--- src/rtl/fb_scanout_vga_pkg.sv ---
// Shared VGA timing defaults and control-bundle type for the framebuffer scanout path.
package fb_scanout_vga_pkg;

    localparam int unsigned CNT_W = 10;

    localparam int unsigned DEF_H_ACTIVE = 640;
    localparam int unsigned DEF_H_FP     = 16;
    localparam int unsigned DEF_H_SYNC   = 96;
    localparam int unsigned DEF_H_BP     = 48;
    localparam int unsigned DEF_V_ACTIVE = 480;
    localparam int unsigned DEF_V_FP     = 10;
    localparam int unsigned DEF_V_SYNC   = 2;
    localparam int unsigned DEF_V_BP     = 33;

    // Region flags are carried as "asserted" bits; pin polarity is applied at the output only.
    typedef struct packed {
        logic de;
        logic hs;
        logic vs;
        logic fs;
    } vga_ctrl_t;

    function automatic logic sync_level(input logic asserted, input bit pol);
        return asserted ? pol : ~pol;
    endfunction

endpackage

--- src/rtl/vga_timing_gen.sv ---
// Free-running VGA h/v counters with raw active, sync and frame-start decode.
module vga_timing_gen
    import fb_scanout_vga_pkg::*;
#(
    parameter int unsigned H_ACTIVE = DEF_H_ACTIVE,
    parameter int unsigned H_FP     = DEF_H_FP,
    parameter int unsigned H_SYNC   = DEF_H_SYNC,
    parameter int unsigned H_BP     = DEF_H_BP,
    parameter int unsigned V_ACTIVE = DEF_V_ACTIVE,
    parameter int unsigned V_FP     = DEF_V_FP,
    parameter int unsigned V_SYNC   = DEF_V_SYNC,
    parameter int unsigned V_BP     = DEF_V_BP
) (
    input  logic             clk_i,
    input  logic             rst_i,
    output logic [CNT_W-1:0] h_cnt_o,
    output logic [CNT_W-1:0] v_cnt_o,
    output vga_ctrl_t        ctrl_o
);
    localparam int unsigned H_TOTAL  = H_ACTIVE + H_FP + H_SYNC + H_BP;
    localparam int unsigned V_TOTAL  = V_ACTIVE + V_FP + V_SYNC + V_BP;
    localparam int unsigned HS_START = H_ACTIVE + H_FP;
    localparam int unsigned HS_END   = HS_START + H_SYNC;
    localparam int unsigned VS_START = V_ACTIVE + V_FP;
    localparam int unsigned VS_END   = VS_START + V_SYNC;

    logic [CNT_W-1:0] h_cnt_q, h_cnt_d;
    logic [CNT_W-1:0] v_cnt_q, v_cnt_d;

    always_comb begin
        h_cnt_d = h_cnt_q + CNT_W'(1);
        v_cnt_d = v_cnt_q;
        if (h_cnt_q == CNT_W'(H_TOTAL - 1)) begin
            h_cnt_d = '0;
            v_cnt_d = (v_cnt_q == CNT_W'(V_TOTAL - 1)) ? '0 : v_cnt_q + CNT_W'(1);
        end
    end

    always_ff @(posedge clk_i) begin
        if (rst_i) begin
            h_cnt_q <= '0;
            v_cnt_q <= '0;
        end else begin
            h_cnt_q <= h_cnt_d;
            v_cnt_q <= v_cnt_d;
        end
    end

    always_comb begin
        ctrl_o.de = (h_cnt_q < CNT_W'(H_ACTIVE)) && (v_cnt_q < CNT_W'(V_ACTIVE));
        ctrl_o.hs = (h_cnt_q >= CNT_W'(HS_START)) && (h_cnt_q < CNT_W'(HS_END));
        ctrl_o.vs = (v_cnt_q >= CNT_W'(VS_START)) && (v_cnt_q < CNT_W'(VS_END));
        ctrl_o.fs = (h_cnt_q == '0) && (v_cnt_q == '0);
    end

    assign h_cnt_o = h_cnt_q;
    assign v_cnt_o = v_cnt_q;

endmodule

--- src/rtl/fb_scanout_vga.sv ---
// Scans a half-resolution RGB444 framebuffer out to VGA pins with 2x nearest-neighbour
// upscaling; all pin outputs trail the counters by exactly 3 cycles.
module fb_scanout_vga
    import fb_scanout_vga_pkg::*;
#(
    parameter int unsigned H_ACTIVE = DEF_H_ACTIVE,
    parameter int unsigned H_FP     = DEF_H_FP,
    parameter int unsigned H_SYNC   = DEF_H_SYNC,
    parameter int unsigned H_BP     = DEF_H_BP,
    parameter int unsigned V_ACTIVE = DEF_V_ACTIVE,
    parameter int unsigned V_FP     = DEF_V_FP,
    parameter int unsigned V_SYNC   = DEF_V_SYNC,
    parameter int unsigned V_BP     = DEF_V_BP,
    parameter int unsigned FB_W     = 320,
    parameter int unsigned FB_H     = 240,
    parameter int unsigned AW       = 17,
    parameter bit          SYNC_POL = 1'b0
) (
    input  logic          clk,
    input  logic          rst,
    output logic [AW-1:0] fb_addr,
    input  logic [11:0]   fb_data,
    output logic [3:0]    vga_r,
    output logic [3:0]    vga_g,
    output logic [3:0]    vga_b,
    output logic          vga_hs,
    output logic          vga_vs,
    output logic          vga_de,
    output logic          frame_start
);
    localparam int unsigned H_TOTAL = H_ACTIVE + H_FP + H_SYNC + H_BP;
    localparam int unsigned V_TOTAL = V_ACTIVE + V_FP + V_SYNC + V_BP;

    if ((FB_W * 2 != H_ACTIVE) || (FB_H * 2 != V_ACTIVE)) begin : g_bad_geometry
        $error("framebuffer must be exactly half the active area in each dimension");
    end

    logic [CNT_W-1:0] h_cnt, v_cnt;
    vga_ctrl_t        ctrl_raw, ctrl_q1, ctrl_q2, ctrl_q3;
    logic [AW-1:0]    row_base_q, row_base_d;
    logic [AW-1:0]    fb_addr_q, fb_addr_d;
    logic [11:0]      rgb_q, rgb_d;

    vga_timing_gen #(
        .H_ACTIVE (H_ACTIVE),
        .H_FP     (H_FP),
        .H_SYNC   (H_SYNC),
        .H_BP     (H_BP),
        .V_ACTIVE (V_ACTIVE),
        .V_FP     (V_FP),
        .V_SYNC   (V_SYNC),
        .V_BP     (V_BP)
    ) u_timing (
        .clk_i   (clk),
        .rst_i   (rst),
        .h_cnt_o (h_cnt),
        .v_cnt_o (v_cnt),
        .ctrl_o  (ctrl_raw)
    );

    // Advance one source row after every odd active line, so each row is shown twice.
    always_comb begin
        row_base_d = row_base_q;
        if (h_cnt == CNT_W'(H_TOTAL - 1)) begin
            if (v_cnt == CNT_W'(V_TOTAL - 1)) begin
                row_base_d = '0;
            end else if (v_cnt[0] && (v_cnt < CNT_W'(V_ACTIVE - 1))) begin
                row_base_d = row_base_q + AW'(FB_W);
            end
        end
    end

    // Freezing the address in blanking keeps it inside the buffer.
    assign fb_addr_d = ctrl_raw.de ? row_base_q + AW'(h_cnt[CNT_W-1:1]) : fb_addr_q;
    assign rgb_d     = ctrl_q2.de ? fb_data : 12'h000;

    always_ff @(posedge clk) begin
        if (rst) begin
            row_base_q <= '0;
            fb_addr_q  <= '0;
            ctrl_q1    <= '0;
            ctrl_q2    <= '0;
            ctrl_q3    <= '0;
            rgb_q      <= '0;
        end else begin
            row_base_q <= row_base_d;
            fb_addr_q  <= fb_addr_d;
            ctrl_q1    <= ctrl_raw;
            ctrl_q2    <= ctrl_q1;
            ctrl_q3    <= ctrl_q2;
            rgb_q      <= rgb_d;
        end
    end

    assign fb_addr     = fb_addr_q;
    assign vga_r       = rgb_q[11:8];
    assign vga_g       = rgb_q[7:4];
    assign vga_b       = rgb_q[3:0];
    assign vga_de      = ctrl_q3.de;
    assign frame_start = ctrl_q3.fs;
    assign vga_hs      = sync_level(ctrl_q3.hs, SYNC_POL);
    assign vga_vs      = sync_level(ctrl_q3.vs, SYNC_POL);

endmodule
--- config.mk ---
export PLATFORM = sky130hd
export DESIGN_NAME = fb_scanout_vga
export DESIGN_NICKNAME = d
export VERILOG_FILES = /design/src/rtl/fb_scanout_vga_pkg.sv /design/src/rtl/vga_timing_gen.sv /design/src/rtl/fb_scanout_vga.sv
export SDC_FILE = /design/constraint.sdc
export NUM_CORES = 1
export LEC_CHECK = 0
export CORE_MARGIN = 2
export CORE_UTILIZATION = 57
export DETAILED_ROUTE_END_ITERATION = 7
export PLACE_DENSITY = 0.84
export SETUP_SLACK_MARGIN = 0.15
export SYNTH_ARGS = -nofsm -noshare
export SYNTH_HDL_FRONTEND = slang
export SYNTH_SLANG_ARGS = --single-unit
--- constraint.sdc ---
create_clock -name clk -period 3.65 [get_ports clk]
set_input_delay 0.73 -clock clk [delete_from_list [all_inputs] [get_ports clk]]
set_output_delay 0.73 -clock clk [all_outputs]
set_load 0.02 [all_outputs]
### After elaboration in Yosys (flattened, before gate mapping)

Cells that the tools add are included.
Widths: inputs -> output; s select.

| cells by class | value |
|---|---|
| add/sub/neg operators | 4 |
| $lt $le $gt $ge | 7 |
| equal/unequal tests | 2 |
| mux-type cells | 5 |
| bitwise operators | 1 |
| reduce and logical (&&, ||, !) cells | 11 |

Operators by type and width:

| operator | number |
|---|---|
| $mux 17 | 2 |
| $lt 10x9->1 const B | 3 |
| $add 10x1->10 const B | 2 |
| $eq 10x10->1 const B | 2 |
| $logic_not 10->1 | 2 |
| $lt 10x10->1 const B | 2 |
| $add 17x9->17 | 1 |
| $add 17x9->17 const B | 1 |
| $ge 10x10->1 const B | 1 |
| $ge 10x9->1 const B | 1 |
| $mux 10 | 1 |
| $logic_and 1x1->1 | 5 |
| $reduce_or 2->1 | 2 |
| $mux 1 | 2 |
| $reduce_and 2->1 | 1 |
| $reduce_bool 2->1 | 1 |
| $not 1->1 | 1 |

| word-level totals | value |
|---|---|
| register bits | 78 |
| input bits | 14 |
| output and inout bits | 33 |
| logic and storage cells | 47 |

### Depth between registers and ports, before layout

Gate-level depths: netlist of the first run.

| depth | value |
|---|---|
| depth in word-level cells | 4 |
| depth in mapped cells | 8 |
| depth with buffers taken out | 7 |

### Hierarchy

From an unflattened synthesis of the first run, not the netlist that was laid out.

| unflattened totals | value |
|---|---|
| cell total of the unflattened synthesis | 357 |
| area total of the unflattened synthesis | 3229.3 µm² |

By module, submodules not included:

| module | instances | cells an instance | area an instance (µm²) | sequential area each (µm²) |
|---|---|---|---|---|
| fb_scanout_vga | 1 | 229 | 2185.8 | 1041.0 |
| vga_timing_gen | 1 | 128 | 1043.5 | 400.4 |

### Worst setup path after synthesis of the first run

OpenSTA, ideal clock, no wires.

| timing | value |
|---|---|
| path kind | reg-to-reg |
| start | register u_timing.h_cnt_q[0] (netlist: u_timing.h_cnt_o[0]) |
| end | register row_base_q[13] |
| library setup time | 70 ps |
| arrival | 1779 ps |
| data required time | 3580 ps |
| setup slack | 1801 ps |
| cell stages (with the launch flop) | 8 |
| path buffers | 1 |
| clock period less this slack | 1849 ps |
| cell sequence | dfxtp_1 ha_1 and3_1 clkbuf_1 and3_1 nand4_2 or4_1 a21oi_1 |

| between the ends | value |
|---|---|
| cells in the longest elaborated chain, start to end | 2 |

Ends and longest elaborated chain:

| what | RTL line | RTL |
|---|---|---|
| from (decl) | vga_timing_gen.sv:27 | `logic [CNT_W-1:0] h_cnt_q, h_cnt_d;` |
| from (signal assigned) | vga_timing_gen.sv:44 | `h_cnt_q <= h_cnt_d;` |
| $eq 10x10->1 | fb_scanout_vga.sv:64 | `if (h_cnt == CNT_W'(H_TOTAL - 1)) begin` |
| $reduce_and 2->1 (no source line) | - |  |
| to (signal assigned) | fb_scanout_vga.sv:86 | `row_base_q <= row_base_d;` |
| to (decl) | fb_scanout_vga.sv:40 | `logic [AW-1:0] row_base_q, row_base_d;` |

No other way between the ends.
A chain may end at the register's enable or synchronous reset.

### Worst setup path in the final report of the first run

| timing | value |
|---|---|
| start | register u_timing.h_cnt_q[1] (netlist: u_timing.h_cnt_o[1]) |
| end | register row_base_q[14] |

The elaborated chain is that of the path after synthesis.

==> impl_metrics.yaml, run 1 <==
sta:
  tightest_slew_ns: 0.854
  setup_violations: 0
  final_max_slew_viol_count: 0
  worst_clock_skew_ns: 0.00615
  hold_violations: 0
  period_share_pct: 63.6
  setup_tns_ns: 0
  slew_headroom_pct: 43.0
  post-route-min-period_ns: 2.32
  fmax_mhz: 431
  rsz0062_at_grt: "no"
worst_setup_path:
  cp_data_arrival_time_ns: 2.60
  cp_cell_sequence: "ha_1 > and3_1 > nand3_1 > nor2_1 > nand4_1 > a21oi_1"
  cp.required_ns: 3.93
  crit_path_start_kind: "flip-flop"
  rrSetupSlack_ns: 1.33
  r2r_end: "row_base_q[14]"
  crit_slowest_cell: "nor2_1"
  crit_path_max_incr_delay_ns: 0.58
  crit_type: "reg -> reg"
  end_kind: "flip-flop"
  cp_max_fo: 16
  regToRegStartpoint: "u_timing.h_cnt_o[1]"
  rr_worst_depth: 6
routing:
  drtIter0Drc: 206
  wl_per_cell_um: 14.6
  num_vias: 2573
  drt_wl_total_um: 6720
  vias_per_cell: 5.58
  drt_pass1_iterations: 5
  ant_nets: 0
  drc: 0
run:
  drv_cap: 0
global_route:
  grt_max_degree: 40
  grt_pass1_wl_um: 11300
  grt_overflow: 0
  antenna_found_initial: 0
  grt_pass1_vias: 2480
  grt_use_total_pct: 24.0
cts:
  clkSlewWorstSetupHoldPaths_ns: 0.07
  ctsHoldBuffers: 0
  clkSinkCount: 72
  numCtsBuffers: 9
  clock_path_buffers: 2
  ctsResizeCount: 0
  htreeDepth: 3
  cts_tree: "yes"
  post_cts_buffers: 0
  clock_latency_ns: 0.35
  cts_root_buf: "clkbuf_8"
synthesis:
  ys_top_cells_by_count: "dfxtp_1, nor2_1, nand2_1, a21oi_1"
  async_flop_share_pct: 0
  syn_avg_cell_area_um2: 8.77
  syn-num-nets: 366
  synth_area_leader_cell: "dfxtp_1"
  seq_area_frac_synth_pct: 47.8
  synthFlopType: "dfxtp_1"
  yosysMostFrequentCell: "dfxtp_1"
  syn_area_um2: 3020
  ys_seq_elements: 72
  synth_edf_count: 0
  yosysWarnings: 0
  synth_cells: 344
  yosysUniqueCellTypes: 38
  synthTopCellsByArea: "dfxtp_1, nor2_1, xor2_1, a21oi_1, nand2_1"
  yosysTopAreaCellShare_pct: 47.8
pwr:
  vdd_drop_max_mv: 0.300
  p_leak_nw: 1.42
  power_density_nw_per_um2: 403
worst_hold_path:
  min_path_cells: 1
  holdPathEnd: "frame_start"
  min_from: "ctrl_q2[0]"
  worstHoldPathType: "reg -> reg"
placed_design:
  io_buffers: 46
  gp_congestion: 0.911
  dp_hpwl_um: 4550
  dp.cells: 445
die:
  coreArea_um2: 5110
  fp.dieH_um: 76.8
  num_io_pins: 47
  start_util_pct: 59.1
  dieArea_um2: 5890
  row_count: 26
  die_x_um: 76.8
final_layout:
  area_growth_pct: 23.1
  antenna_cells: 0
  final_net_count: 408
  stdcell_count: 461
  drive_above_1_share_pct: 5.63
status:
  status: "finished, final reports clean"
-- logic make-up after synthesis --
group	after synthesis	share of synthesized area (%)
flops	72	47.8
mux	1	0.332
compound gates	59	12.5
buf+inv	26	3.24
simple gates	156	26.5
fa+ha+maj	8	3.32
xor+xnor	22	6.39
-- per-layer routing --
metal	vias up	track usage, %	share of wire [%]	wire length (µm)
li1	1276	-	-	-
met1	1179	29.1	44	2960
met2	101	39.6	47	3140
met3	17	4.71	7.0	467
met4	0	13.6	2.2	151
met5	-	0	0	0
-- worst max-delay path: cells and delay by family, from the launching register on --
kind                     cells  cell delay (ns)
adder cells (fa/ha/maj)      1             0.19
AO/OA/AOI/OAI                1             0.18
AND/OR/NAND/NOR              4             1.50
flip-flops                   1             0.38
-- final cells by class --
| class | count | area, µm² |
|---|---|---|
| Tap cell | 70 | 87.6 |
| Clock inverter | 2 | 37.5 |
| Inverter | 10 | 37.5 |
| Clock buffer | 14 | 163 |
| Sequential cell | 72 | 1440 |
| Fill cell | 433 | 1400 |
| Timing Repair Buffer | 47 | 468 |
| Multi-Input combinational cell | 246 | 1480 |
-- worst max path at each step --
stage	to	from	cells past startpoint	slack, ns
2_1_floorplan	row_base_q[13]	u_timing.h_cnt_o[0]	7	1.80
3_3_place_gp	u_timing.h_cnt_o[9]	rst	4	1.36
3_5_place_dp	u_timing.h_cnt_o[3]	rst	4	1.31
4_1_cts	row_base_q[8]	u_timing.h_cnt_o[0]	6	1.37
5_1_grt	row_base_q[14]	u_timing.h_cnt_o[0]	6	1.10
6_report	row_base_q[14]	u_timing.h_cnt_o[1]	6	1.33
-- where the power goes --
group / total [mW] / switching, mW / internal [mW]
clock network: 0.632 / 0.278 / 0.354
registers: 0.803 / 0.00578 / 0.797
logic: 0.0603 / 0.0289 / 0.0315
total: 1.49 / 0.312 / 1.18
-- state kept, by name (all words and copies together) (netlist names) --
| name | cells |
|---|---|
| vga_de | 1 |
| u_timing.h_cnt_o | 10 |
| rgb_q | 12 |
| ctrl_q3 | 2 |
| frame_start | 1 |
| ctrl_q2 | 4 |
| row_base_q | 11 |
| fb_addr | 17 |
| u_timing.v_cnt_o | 10 |
| ctrl_q1 | 4 |
-- stage by stage --
stage	setup WS, ns	hold WS, ns	area (µm²)	total power, mW	util, %
after floorplan	1.80	0.414	3020	0.850	-
after global placement	1.36	0.421	3510	0.879	68.8
after detailed placement	1.31	0.426	3510	0.881	68.8
after CTS	1.37	0.443	3710	1.50	72.7
after global routing	1.10	0.468	3710	1.55	72.7
final	1.33	0.438	3710	1.49	72.7
-- layout by cell type (no fill, tap or decap), types with 2 or more instances in the layout --
| cell type | count |
|---|---|
| and3_1 | 11 |
| nand3b_1 | 2 |
| nor4_1 | 3 |
| a21oi_1 | 24 |
| a31oi_1 | 5 |
| o41ai_1 | 2 |
| clkdlybuf4s50_1 | 46 |
| nor2_1 | 41 |
| clkbuf_8 | 11 |
| dfxtp_1 | 72 |
| clkbuf_1 | 3 |
| xnor2_1 | 6 |
| inv_1 | 10 |
| a211oi_1 | 8 |
| nand4_1 | 8 |
| nand2_1 | 30 |
| a21o_1 | 3 |
| or3_1 | 3 |
| nor3_1 | 5 |
| ha_1 | 8 |
| or2_2 | 2 |
| and2_1 | 13 |
| a31o_2 | 2 |
| nand2b_1 | 5 |
| o21ai_0 | 11 |
| xor2_1 | 16 |
| nand3_1 | 16 |
| nor2b_1 | 10 |
Note: power is estimated with default switching activity, not from simulation.
==> run 2: changes to the inputs <==
--- a/config.mk
+++ b/config.mk
@@ -6,9 +6,9 @@
 export NUM_CORES = 1
 export LEC_CHECK = 0
 export CORE_MARGIN = 2
-export CORE_UTILIZATION = 57
+export CORE_UTILIZATION = 53
 export DETAILED_ROUTE_END_ITERATION = 7
-export PLACE_DENSITY = 0.84
+export PLACE_DENSITY = 0.79
 export SETUP_SLACK_MARGIN = 0.15
 export SYNTH_ARGS = -nofsm -noshare
 export SYNTH_HDL_FRONTEND = slang
==> constraint.sdc (replaced) <==
create_clock -name clk -period 2.3 [get_ports clk]
set_input_delay 0.46 -clock clk [delete_from_list [all_inputs] [get_ports clk]]
set_output_delay 0.46 -clock clk [all_outputs]
set_load 0.02 [all_outputs]
==> impl_metrics.yaml, run 2 (same netlist as run 1, synthesis figures left out) <==
status:
  status: "finished, final reports clean"
placed_design:
  dp.cells: 454
  io_buffers: 46
  placed_cell_area_um2: 3580
  gp_congestion: 0.895
  dp_hpwl_um: 4350
sta:
  worst_clock_skew_ns: 0.00746
  hold_violations: 0
  fmax_mhz: 512
  period_share_pct: 84.8
  setup_tns_ns: 0
  setup_violations: 0
  slew_headroom_pct: 61.1
  post-route-min-period_ns: 1.95
  final_max_slew_viol_count: 0
  rsz0062_at_grt: "no"
  holdWs_ns: 0.433
  tightest_slew_ns: 0.582
cts:
  ctsHoldBuffers: 0
  clkSlewWorstSetupHoldPaths_ns: 0.07
  numCtsBuffers: 9
  ctsResizeCount: 0
  htreeDepth: 3
  post_cts_buffers: 0
  clock_latency_ns: 0.34
  clock_path_buffers: 2
  clkSinkCount: 72
  cts_tree: "yes"
  cts_root_buf: "clkbuf_8"
die:
  row_count: 27
  die_x_um: 79.4
  coreArea_um2: 5510
  start_util_pct: 54.8
  num_io_pins: 47
  fp.dieH_um: 79.4
  dieArea_um2: 6310
final_layout:
  largest_reg_flops: 17
  final_area_um2: 3730
  multi_input_area_um2: 1480
  antenna_cells: 0
  drive_above_1_share_pct: 7.30
  area_growth_pct: 23.8
  stdcell_count: 469
  final_net_count: 415
  fill_cells: 471
  layout_commonest_cell: "dfxtp_1"
  regArea_um2: 1440
  layout_common_cells: "dfxtp_1, clkdlybuf4s50_1, nor2_1"
worst_setup_path:
  end_kind: "flip-flop"
  crit_slowest_cell: "or4_1"
  crit_type: "reg -> reg"
  cp_cell_sequence: "ha_1 > and3_1 > and3_1 > nand4_2 > or4_1 > a21oi_1"
  rr_worst_depth: 6
  cp_data_arrival_time_ns: 2.22
  cp_max_fo: 5
  cp.required_ns: 2.57
  crit_path_start_kind: "flip-flop"
  crit_path_max_incr_delay_ns: 0.53
  crit_top_cell: "and3_1"
routing:
  drt_wl_total_um: 6340
  ant_nets: 0
  wl_per_cell_um: 13.5
  vias_per_cell: 5.36
  drt_pass1_iterations: 4
  drtIter0Drc: 149
  num_vias: 2515
  drc: 0
worst_hold_path:
  worstHoldPathType: "reg -> reg"
  min_path_cells: 1
global_route:
  grt_pass1_wl_um: 10600
  grt_pass1_vias: 2380
  antenna_found_initial: 0
  grt_max_degree: 46
  grt_use_total_pct: 21.7
  grt_overflow: 0
run:
  drv_cap: 0
pwr:
  vdd_drop_max_mv: 0.417
  power_density_nw_per_um2: 585
  p_leak_nw: 1.45
==> run 2: worst max-delay path: cells and delay by family (launching register included) <==
family / cells / cell delay (ns)
fa+ha+maj: 1 / 0.20
flops: 1 / 0.38
compound gates: 1 / 0.15
simple gates: 4 / 1.15
==> run 2: layout make-up <==
cell class	count	area share [%]
tap	72	2.41
sequential	72	38.6
clock inverter	4	0.603
inverter	10	1.01
clock buffer	11	3.52
timing repair buffer	54	14.3
multi-input combinational	246	39.6
==> run 2: worst paths after layout <==
path                                     startpoint             end  slack (ns)
worst max-delay path            u_timing.h_cnt_o[0]  row_base_q[13]        0.35
worst min register to register           ctrl_q1[2]      ctrl_q2[2]        0.43
worst min-delay path                     ctrl_q1[2]      ctrl_q2[2]        0.43
worst max register to register  u_timing.h_cnt_o[0]  row_base_q[13]        0.35
==> run 2: stage by stage <==
| stage | worst slack (ns) | power (mW) | utilization (%) |
|---|---|---|---|
| after floorplan | 0.451 | 1.35 | - |
| after global placement | 0.430 | 1.40 | 65.0 |
| after detailed placement | 0.353 | 1.40 | 65.0 |
| after CTS | 0.344 | 2.21 | 67.8 |
| after global routing | 0.179 | 2.27 | 67.8 |
| final | 0.349 | 2.18 | 67.8 |
==> run 2: where the power goes <==
part	switching (mW)	internal [mW]	total (mW)
registers	0.00805	1.26	1.27
clock network	0.433	0.380	0.813
logic	0.0459	0.0526	0.0985
==> run 2: metal layers <==
layer / GRT usage, % / wire length (µm) / vias to the layer above
met3: 6.22 / 446 / 8
met4: 9.66 / 104 / 0
met2: 33.8 / 2820 / 95
li1: - / - / 1281
met1: 27.8 / 2970 / 1131
met5: 0 / 0 / -
